**config.mk**
```make
export PLATFORM = sky130hd
export DESIGN_NAME = ntt_ram_sched_flat
export DESIGN_NICKNAME = d
export VERILOG_FILES = /design/src/rtl/ntt_ram_sched_pkg.sv /design/src/rtl/ntt_ram_sched_if.sv /design/src/rtl/ntt_ram_sched_bf_addr.sv /design/src/rtl/ntt_ram_sched.sv /design/src/flat_wrapper.sv
export SDC_FILE = /design/constraint.sdc
export NUM_CORES = 1
export LEC_CHECK = 0
export CORE_MARGIN = 3
export CORE_UTILIZATION = 45
export CTS_CLUSTER_SIZE = 40
export DETAILED_ROUTE_END_ITERATION = 10
export PLACE_DENSITY = 0.68
export SYNTH_ARGS = -nofsm -noshare
export SYNTH_HDL_FRONTEND = slang
export SYNTH_SLANG_ARGS = --single-unit
```
**constraint.sdc**
```tcl
create_clock -name clk -period 7.2 [get_ports clk]
set_input_delay 1.44 -clock clk [delete_from_list [all_inputs] [get_ports clk]]
set_output_delay 1.44 -clock clk [all_outputs]
set_load 0.01 [all_outputs]
```
**src/rtl/ntt_ram_sched_pkg.sv**
```systemverilog
// Shared widths, FSM encoding and delay-line entry layout for the NTT coefficient RAM scheduler.
package ntt_pkg;
  localparam int AWID   = 8;
  localparam int N      = 1 << AWID;
  localparam int STAGES = AWID;
  localparam int CW     = AWID - 2;  // N/4 read cycles per stage, two butterflies each

  typedef enum logic [1:0] {
    S_IDLE,
    S_READ,
    S_DRAIN,
    S_DONE
  } state_t;

  typedef struct packed {
    logic            vld;
    logic [AWID-1:0] a1;
    logic [AWID-1:0] b1;
    logic [AWID-1:0] a2;
    logic [AWID-1:0] b2;
  } ent_t;
endpackage

```
**src/rtl/ntt_ram_sched_if.sv**
```systemverilog
// RAM-side bundle of the scheduler: shared port addresses, write enable and butterfly input strobes.
interface ntt_ram_if;
  import ntt_pkg::*;

  logic [AWID-1:0] A1radd;
  logic [AWID-1:0] B1radd;
  logic [AWID-1:0] A2radd;
  logic [AWID-1:0] B2radd;
  logic            we;
  logic            rd_valid;
  logic [AWID-2:0] tw1;
  logic [AWID-2:0] tw2;

  modport master (output A1radd, B1radd, A2radd, B2radd, we, rd_valid, tw1, tw2);
  modport slave  (input  A1radd, B1radd, A2radd, B2radd, we, rd_valid, tw1, tw2);
endinterface

```
**src/rtl/ntt_ram_sched_bf_addr.sv**
```systemverilog
// Combinational radix-2 butterfly address map: (stage, butterfly index) -> (a, b, twiddle exponent).
module ntt_bf_addr
  import ntt_pkg::*;
(
  input  logic [AWID-1:0] stg,
  input  logic [AWID-2:0] j,
  output logic [AWID-1:0] a,
  output logic [AWID-1:0] b,
  output logic [AWID-2:0] tw
);
  logic [AWID-1:0] half;
  logic [AWID-1:0] mask;
  logic [AWID-1:0] jw;
  logic [AWID-1:0] pos;

  // half is a power of two, so j/half and j%half reduce to masking
  always_comb begin
    half = AWID'(N / 2) >> stg;
    mask = half - AWID'(1);
    jw   = {1'b0, j};
    pos  = jw & mask;
    a    = ((jw & ~mask) << 1) | pos;
    b    = a + half;
    tw   = (AWID-1)'(pos << stg);
  end
endmodule

```
**src/rtl/ntt_ram_sched.sv**
```systemverilog
// In-place NTT stage scheduler: two butterflies per read slot, write-back BF_LAT+1 cycles later on the
// same addresses; write slots always win over reads and each stage drains before the next one reads.
module ntt_ram_sched
  import ntt_pkg::*;
#(
  parameter int BF_LAT = 4
) (
  input  logic            clk,
  input  logic            rst,
  input  logic            start,
  output logic            busy,
  output logic            done,
  output logic [AWID-1:0] stage,
  ntt_ram_if.master       ram
);
  localparam logic [CW-1:0] C_LAST = CW'(N / 4 - 1);

  state_t          state_q, state_d;
  logic [CW-1:0]   c_q, c_d;
  logic [AWID-1:0] stage_q, stage_d;
  ent_t            dl [0:BF_LAT];
  logic            rd_valid_q;
  logic [AWID-2:0] tw1_q, tw2_q;

  logic [AWID-1:0] g_a1, g_b1, g_a2, g_b2;
  logic [AWID-2:0] g_tw1, g_tw2;
  logic            write_due, rd_issue, dl_empty;

  ntt_bf_addr u_bf1 (.stg(stage_q), .j({c_q, 1'b0}), .a(g_a1), .b(g_b1), .tw(g_tw1));
  ntt_bf_addr u_bf2 (.stg(stage_q), .j({c_q, 1'b1}), .a(g_a2), .b(g_b2), .tw(g_tw2));

  // The tail entry is being written this cycle, so only the upstream entries gate the stage fence
  always_comb begin
    write_due = dl[BF_LAT].vld;
    rd_issue  = (state_q == S_READ) && !write_due;
    dl_empty  = 1'b1;
    for (int i = 0; i < BF_LAT; i++) begin
      if (dl[i].vld) dl_empty = 1'b0;
    end
  end

  always_comb begin
    ram.we     = 1'b0;
    ram.A1radd = '0;
    ram.B1radd = '0;
    ram.A2radd = '0;
    ram.B2radd = '0;
    if (write_due) begin
      ram.we     = 1'b1;
      ram.A1radd = dl[BF_LAT].a1;
      ram.B1radd = dl[BF_LAT].b1;
      ram.A2radd = dl[BF_LAT].a2;
      ram.B2radd = dl[BF_LAT].b2;
    end else if (rd_issue) begin
      ram.A1radd = g_a1;
      ram.B1radd = g_b1;
      ram.A2radd = g_a2;
      ram.B2radd = g_b2;
    end
  end

  assign ram.rd_valid = rd_valid_q;
  assign ram.tw1      = tw1_q;
  assign ram.tw2      = tw2_q;
  assign busy         = (state_q == S_READ) || (state_q == S_DRAIN);
  assign done         = (state_q == S_DONE);
  assign stage        = stage_q;

  always_comb begin
    state_d = state_q;
    c_d     = c_q;
    stage_d = stage_q;
    case (state_q)
      S_IDLE: begin
        if (start) begin
          state_d = S_READ;
          c_d     = '0;
          stage_d = '0;
        end
      end
      S_READ: begin
        if (rd_issue) begin
          c_d = c_q + CW'(1);
          if (c_q == C_LAST) state_d = S_DRAIN;
        end
      end
      S_DRAIN: begin
        if (dl_empty) begin
          if (stage_q == AWID'(STAGES - 1)) begin
            state_d = S_DONE;
          end else begin
            state_d = S_READ;
            c_d     = '0;
            stage_d = stage_q + AWID'(1);
          end
        end
      end
      S_DONE:  state_d = S_IDLE;
      default: state_d = S_IDLE;
    endcase
  end

  always_ff @(posedge clk or negedge rst) begin
    if (!rst) begin
      state_q    <= S_IDLE;
      c_q        <= '0;
      stage_q    <= '0;
      rd_valid_q <= 1'b0;
      tw1_q      <= '0;
      tw2_q      <= '0;
      for (int i = 0; i <= BF_LAT; i++) dl[i] <= '0;
    end else begin
      state_q    <= state_d;
      c_q        <= c_d;
      stage_q    <= stage_d;
      rd_valid_q <= rd_issue;
      tw1_q      <= rd_issue ? g_tw1 : '0;
      tw2_q      <= rd_issue ? g_tw2 : '0;
      dl[0]      <= '{vld: rd_issue, a1: g_a1, b1: g_b1, a2: g_a2, b2: g_b2};
      for (int i = 1; i <= BF_LAT; i++) dl[i] <= dl[i-1];
    end
  end
endmodule
```
**src/flat_wrapper.sv**
```systemverilog
// flat-port wrapper written by rule: the top's interface ports become plain ports
module ntt_ram_sched_flat import ntt_pkg::*;
#(
  parameter int BF_LAT = 4
)
  (clk, rst, start, busy, done, stage, ram_A1radd, ram_B1radd, ram_A2radd, ram_B2radd, ram_we, ram_rd_valid, ram_tw1, ram_tw2);
  ntt_ram_if ram_i ();
  input  logic clk;
  input  logic rst;
  input  logic start;
  output logic busy;
  output logic done;
  output logic [AWID-1:0] stage;
  output wire logic [$bits(ram_i.A1radd)-1:0] ram_A1radd;
  output wire logic [$bits(ram_i.B1radd)-1:0] ram_B1radd;
  output wire logic [$bits(ram_i.A2radd)-1:0] ram_A2radd;
  output wire logic [$bits(ram_i.B2radd)-1:0] ram_B2radd;
  output wire logic [$bits(ram_i.we)-1:0] ram_we;
  output wire logic [$bits(ram_i.rd_valid)-1:0] ram_rd_valid;
  output wire logic [$bits(ram_i.tw1)-1:0] ram_tw1;
  output wire logic [$bits(ram_i.tw2)-1:0] ram_tw2;
  assign ram_A1radd = ram_i.A1radd;
  assign ram_B1radd = ram_i.B1radd;
  assign ram_A2radd = ram_i.A2radd;
  assign ram_B2radd = ram_i.B2radd;
  assign ram_we = ram_i.we;
  assign ram_rd_valid = ram_i.rd_valid;
  assign ram_tw1 = ram_i.tw1;
  assign ram_tw2 = ram_i.tw2;
  ntt_ram_sched #(.BF_LAT(BF_LAT)) u_core (.clk(clk), .rst(rst), .start(start), .busy(busy), .done(done), .stage(stage), .ram(ram_i));
endmodule
```
==> metrics.json <==
{
  "status": "finished clean",
  "die_width_um": 121.4,
  "timing.max_cap.violations": 0,
  "design_area_um2": 7296,
  "hold_depth": 0,
  "drtAntennaViolNets": 0,
  "postSynthCellCount": 481,
  "dr.first_iter.drc_count": 268,
  "worst_r2r_path_depth": 14,
  "design.portCount": 61,
  "r2r_start": "u_core.stage[5]",
  "die_y_um": 121.4,
  "dr.pass1.iters": 4,
  "cp_launch_type": "register",
  "post_cts_setup_buffers": 0,
  "finalHoldViolations": 0,
  "grt_max_degree": 89,
  "synthArstFlopShare": 1.000,
  "total_leakage_power_nw": 3.237,
  "setup_viol": 0,
  "worst-endpoint-arrival_ps": 5420,
  "part_of_the_cycle_the_worst_path_needs": 0.9527,
  "clock_tree.htree_level_count": 4,
  "synthFlopType": "sky130_fd_sc_hd__dfrtp_1",
  "routed_via_density": 5.268,
  "first_global_vias": 3840,
  "power_per_cell_area_nw_per_um2": 244.4,
  "clk-insertion-delay-late_ps": 410,
  "cts_inserted_buffers": 17,
  "r2r_slack_ps": 2930,
  "drc": 0,
  "n_antenna_cell": 0,
  "place_congestion": 0.8849,
  "worst-slew-pin-transition_ps": 1198,
  "min-delay-start": "u_core.dl[78]",
  "cts.sink_count": 159,
  "grt_use_total": 0.1891,
  "core.rowCount": 41,
  "core_region_area_um2": 12820,
  "mappedNetlistArea_um2": 5992,
  "cts-hold-fix-buffers": 0,
  "placement.io_buffers": 58,
  "endpoint_of_the_lowest_slack_register_to_register_path": "u_core.dl[155]",
  "root_buffer": "sky130_fd_sc_hd__clkbuf_16",
  "die_area_um2": 14740,
  "synth.yosys.warnings": 0,
  "sequentialPowerShare": 0.502,
  "total_switching_power_uw": 376.2,
  "synth_sequential_area_ratio": 0.6640,
  "synth_edf_count": 0,
  "grt_pass1_wl_um": 20800,
  "layout.nets": 554,
  "clock_power_share": 0.487,
  "synthesis.area_per_instance_um2": 12.46,
  "slew-limit-headroom": 0.1805,
  "cts.clk_slew.worst_paths_ps": 60,
  "critical_path_class": "register to primary output",
  "rsz0062_at_grt": "false",
  "route.vias.total": 3793,
  "routed_wire_length_per_instance_um": 17.91,
  "comb_power_share": 0.011,
  "worst_hold_path.endpoint": "u_core.dl[45]",
  "yosysUniqueCellTypes": 52,
  "timing.critical_path.to_type": "primary output",
  "globalRouteOverflowTotal": 0,
  "clock.fmax_mhz": 145.8,
  "hold_path_class": "register to register",
  "timing.setup.tns_ps": 0,
  "floorplan.initialDensity": 0.4672,
  "drive_above_1_share": 0.08942,
  "tritoncts": "done",
  "number_of_flip_flops_and_latches_in_the_synthesized_netlist": 159,
  "antenna_found_initial": 0,
  "place_area_um2": 6695,
  "cts_max_path_buffers": 2,
  "fin_worst_skew_ps": 7.585,
  "sw_frac_of_total": 0.2109,
  "areaGrowthSynthToFinish_pct": 21.76,
  "critPathRequiredTime_ps": 5760,
  "slew_viol_final": 0,
  "totalWireLength_um": 12900,
  "min_cycle_time_layout_ps": 6860,
  "worst_ir_drop_vdd_v": 0.0001771,
  "hpwl_detailed_um": 8755,
  "internal_mw": 1.407,
  "critical_path.max_fanout": 13
}
critical path: stages, from the launching register on:
cell and delay, ps:
sky130_fd_sc_hd__dfrtp_1 450, sky130_fd_sc_hd__or4_4 660, sky130_fd_sc_hd__nor2_1 200, sky130_fd_sc_hd__nand2_1 200, sky130_fd_sc_hd__ha_1 400, sky130_fd_sc_hd__nor2b_1 220
sky130_fd_sc_hd__a21oi_1 270, sky130_fd_sc_hd__o31ai_1 130, sky130_fd_sc_hd__a22o_1 230, sky130_fd_sc_hd__ha_1 380, sky130_fd_sc_hd__a21oi_1 150, sky130_fd_sc_hd__o21ai_1 140
sky130_fd_sc_hd__or3_1 400, sky130_fd_sc_hd__and3b_1 200, sky130_fd_sc_hd__o31ai_1 350, sky130_fd_sc_hd__clkdlybuf4s50_1 620
power by group through the flow:
stage | Combinational, mW | Clock [mW] | Sequential (mW)
after floorplan | 0.00182 | 0 | 0.912
after global placement | 0.0197 | 0 | 0.912
after detailed placement | 0.0205 | 0 | 0.912
after CTS | 0.0205 | 0.891 | 0.895
after global routing | 0.0229 | 0.930 | 0.895
final | 0.0190 | 0.869 | 0.895
cells in the final DEF (no fill, tap or decap), types with 3 or more instances in the layout:
cell type and n:
sky130_fd_sc_hd__dfrtp_1 158, sky130_fd_sc_hd__clkdlybuf4s50_1 57, sky130_fd_sc_hd__nand2_1 47, sky130_fd_sc_hd__o21ai_0 25, sky130_fd_sc_hd__a22o_1 23, sky130_fd_sc_hd__inv_1 22, sky130_fd_sc_hd__nor2_1 20, sky130_fd_sc_hd__a21oi_1 17
sky130_fd_sc_hd__clkbuf_16 17, sky130_fd_sc_hd__ha_1 14, sky130_fd_sc_hd__nand3_1 11, sky130_fd_sc_hd__xnor2_1 10, sky130_fd_sc_hd__nor3_1 9, sky130_fd_sc_hd__nand4_1 9, sky130_fd_sc_hd__nand2b_1 8, sky130_fd_sc_hd__o31ai_1 7
sky130_fd_sc_hd__buf_4 7, sky130_fd_sc_hd__nor2b_1 6, sky130_fd_sc_hd__xor2_1 6, sky130_fd_sc_hd__clkinvlp_4 5, sky130_fd_sc_hd__or3_1 4, sky130_fd_sc_hd__a2111oi_0 4, sky130_fd_sc_hd__a211oi_1 3, sky130_fd_sc_hd__nor3b_1 3
sky130_fd_sc_hd__o22ai_1 3, sky130_fd_sc_hd__a21o_1 3, sky130_fd_sc_hd__mux2i_1 3, sky130_fd_sc_hd__conb_1 3, sky130_fd_sc_hd__clkbuf_8 3
synth_stat cells (3+ instances only):
library cell,count,area [um^2]
sky130_fd_sc_hd__inv_1,22,82.58
sky130_fd_sc_hd__nor2b_1,6,37.54
sky130_fd_sc_hd__mux2i_1,3,30.03
sky130_fd_sc_hd__a21oi_1,17,85.08
sky130_fd_sc_hd__nand4_1,9,56.30
sky130_fd_sc_hd__dfrtp_1,159,3979
sky130_fd_sc_hd__a211oi_1,3,22.52
sky130_fd_sc_hd__o31ai_1,7,52.55
sky130_fd_sc_hd__nand2b_1,8,50.05
sky130_fd_sc_hd__nand3_1,11,55.05
sky130_fd_sc_hd__nor3b_1,3,22.52
sky130_fd_sc_hd__xor2_1,6,52.55
sky130_fd_sc_hd__nor2_1,20,75.07
sky130_fd_sc_hd__a21o_1,3,22.52
sky130_fd_sc_hd__buf_2,3,15.01
sky130_fd_sc_hd__or3_1,4,25.02
sky130_fd_sc_hd__nand2_1,47,176.4
sky130_fd_sc_hd__buf_4,8,60.06
sky130_fd_sc_hd__nor3_1,9,45.04
sky130_fd_sc_hd__ha_1,14,175.2
sky130_fd_sc_hd__o22ai_1,3,18.77
sky130_fd_sc_hd__a22o_1,23,201.4
sky130_fd_sc_hd__a2111oi_0,4,35.03
sky130_fd_sc_hd__o21ai_0,26,130.1
sky130_fd_sc_hd__xnor2_1,10,87.58
sky130_fd_sc_hd__clkbuf_1,18,67.56
worst max-delay path by stage:
stage | start | end | slack (ps) | cells after the start
2_1_floorplan | u_core.stage[4] | ram_B1radd[7] | 1600 | 17
3_3_place_gp | u_core.stage[4] | ram_B1radd[7] | 790 | 15
3_5_place_dp | u_core.stage[5] | ram_B1radd[7] | 730 | 15
4_1_cts | u_core.stage[5] | ram_B1radd[7] | 290 | 15
5_1_grt | u_core.stage[3] | ram_B1radd[7] | 40 | 15
6_report | u_core.stage[5] | ram_B1radd[7] | 340 | 15
per-stage QoR:
stage	cells	setup slack (ps)	power (mW)	hold slack (ps)	util
after detailed placement	688	734.8	0.9322	334.7	0.5220
after global placement	688	786.7	0.9313	331.0	0.5220
after floorplan	482	1601	0.9136	331.2	-
after CTS	720	285.8	1.806	347.7	0.5683
after global routing	720	40.41	1.848	348.9	0.5689
final	720	340.4	1.783	345.2	0.5689
registers in the layout (all words and copies together) (netlist names):
| name | cells |
|---|---|
| u_core.c_q | 6 |
| u_core.state_q | 2 |
| u_core.ram.tw1 | 6 |
| u_core.write_due | 1 |
| u_core.stage | 8 |
| u_core.dl | 129 |
| u_core.ram.tw2 | 7 |
per-layer routing:
metal / vias up / share of wire / track usage
li1: 1772 / - / -
met1: 1941 / 0.47 / 0.2563
met2: 70 / 0.49 / 0.3047
met3: 10 / 0.032 / 0.04709
met4: 0 / 0.0081 / 0.05392
met5: - / 0 / 0
final cells by class:
type | count | area, um^2
clock buffers | 20 | 466.7
clock inverters | 12 | 126.4
fillers | 1058 | 5529
inverters | 22 | 82.58
multi-input cells | 270 | 1790
flip-flops and latches | 159 | 3980
well taps | 172 | 215.2
repair buffers | 65 | 634.4
repair_timing:
action,4_1_cts,5_1_grt
hold endpoints to repair,0,0
setup endpoints to repair,0,1
gates resized for setup,0,3
logic make-up after synthesis:
kind of cell               synth area share
buffers and inverters               0.03884
muxes                              0.005012
adders and majority gates           0.03592
DFF                                  0.6640
other                              0.001253
xor gates and xnor gates            0.02339
AOI/OAI and AO/OA                    0.1222
and+or+nand+nor                      0.1094
Note: power is estimated with default switching activity, not from simulation.
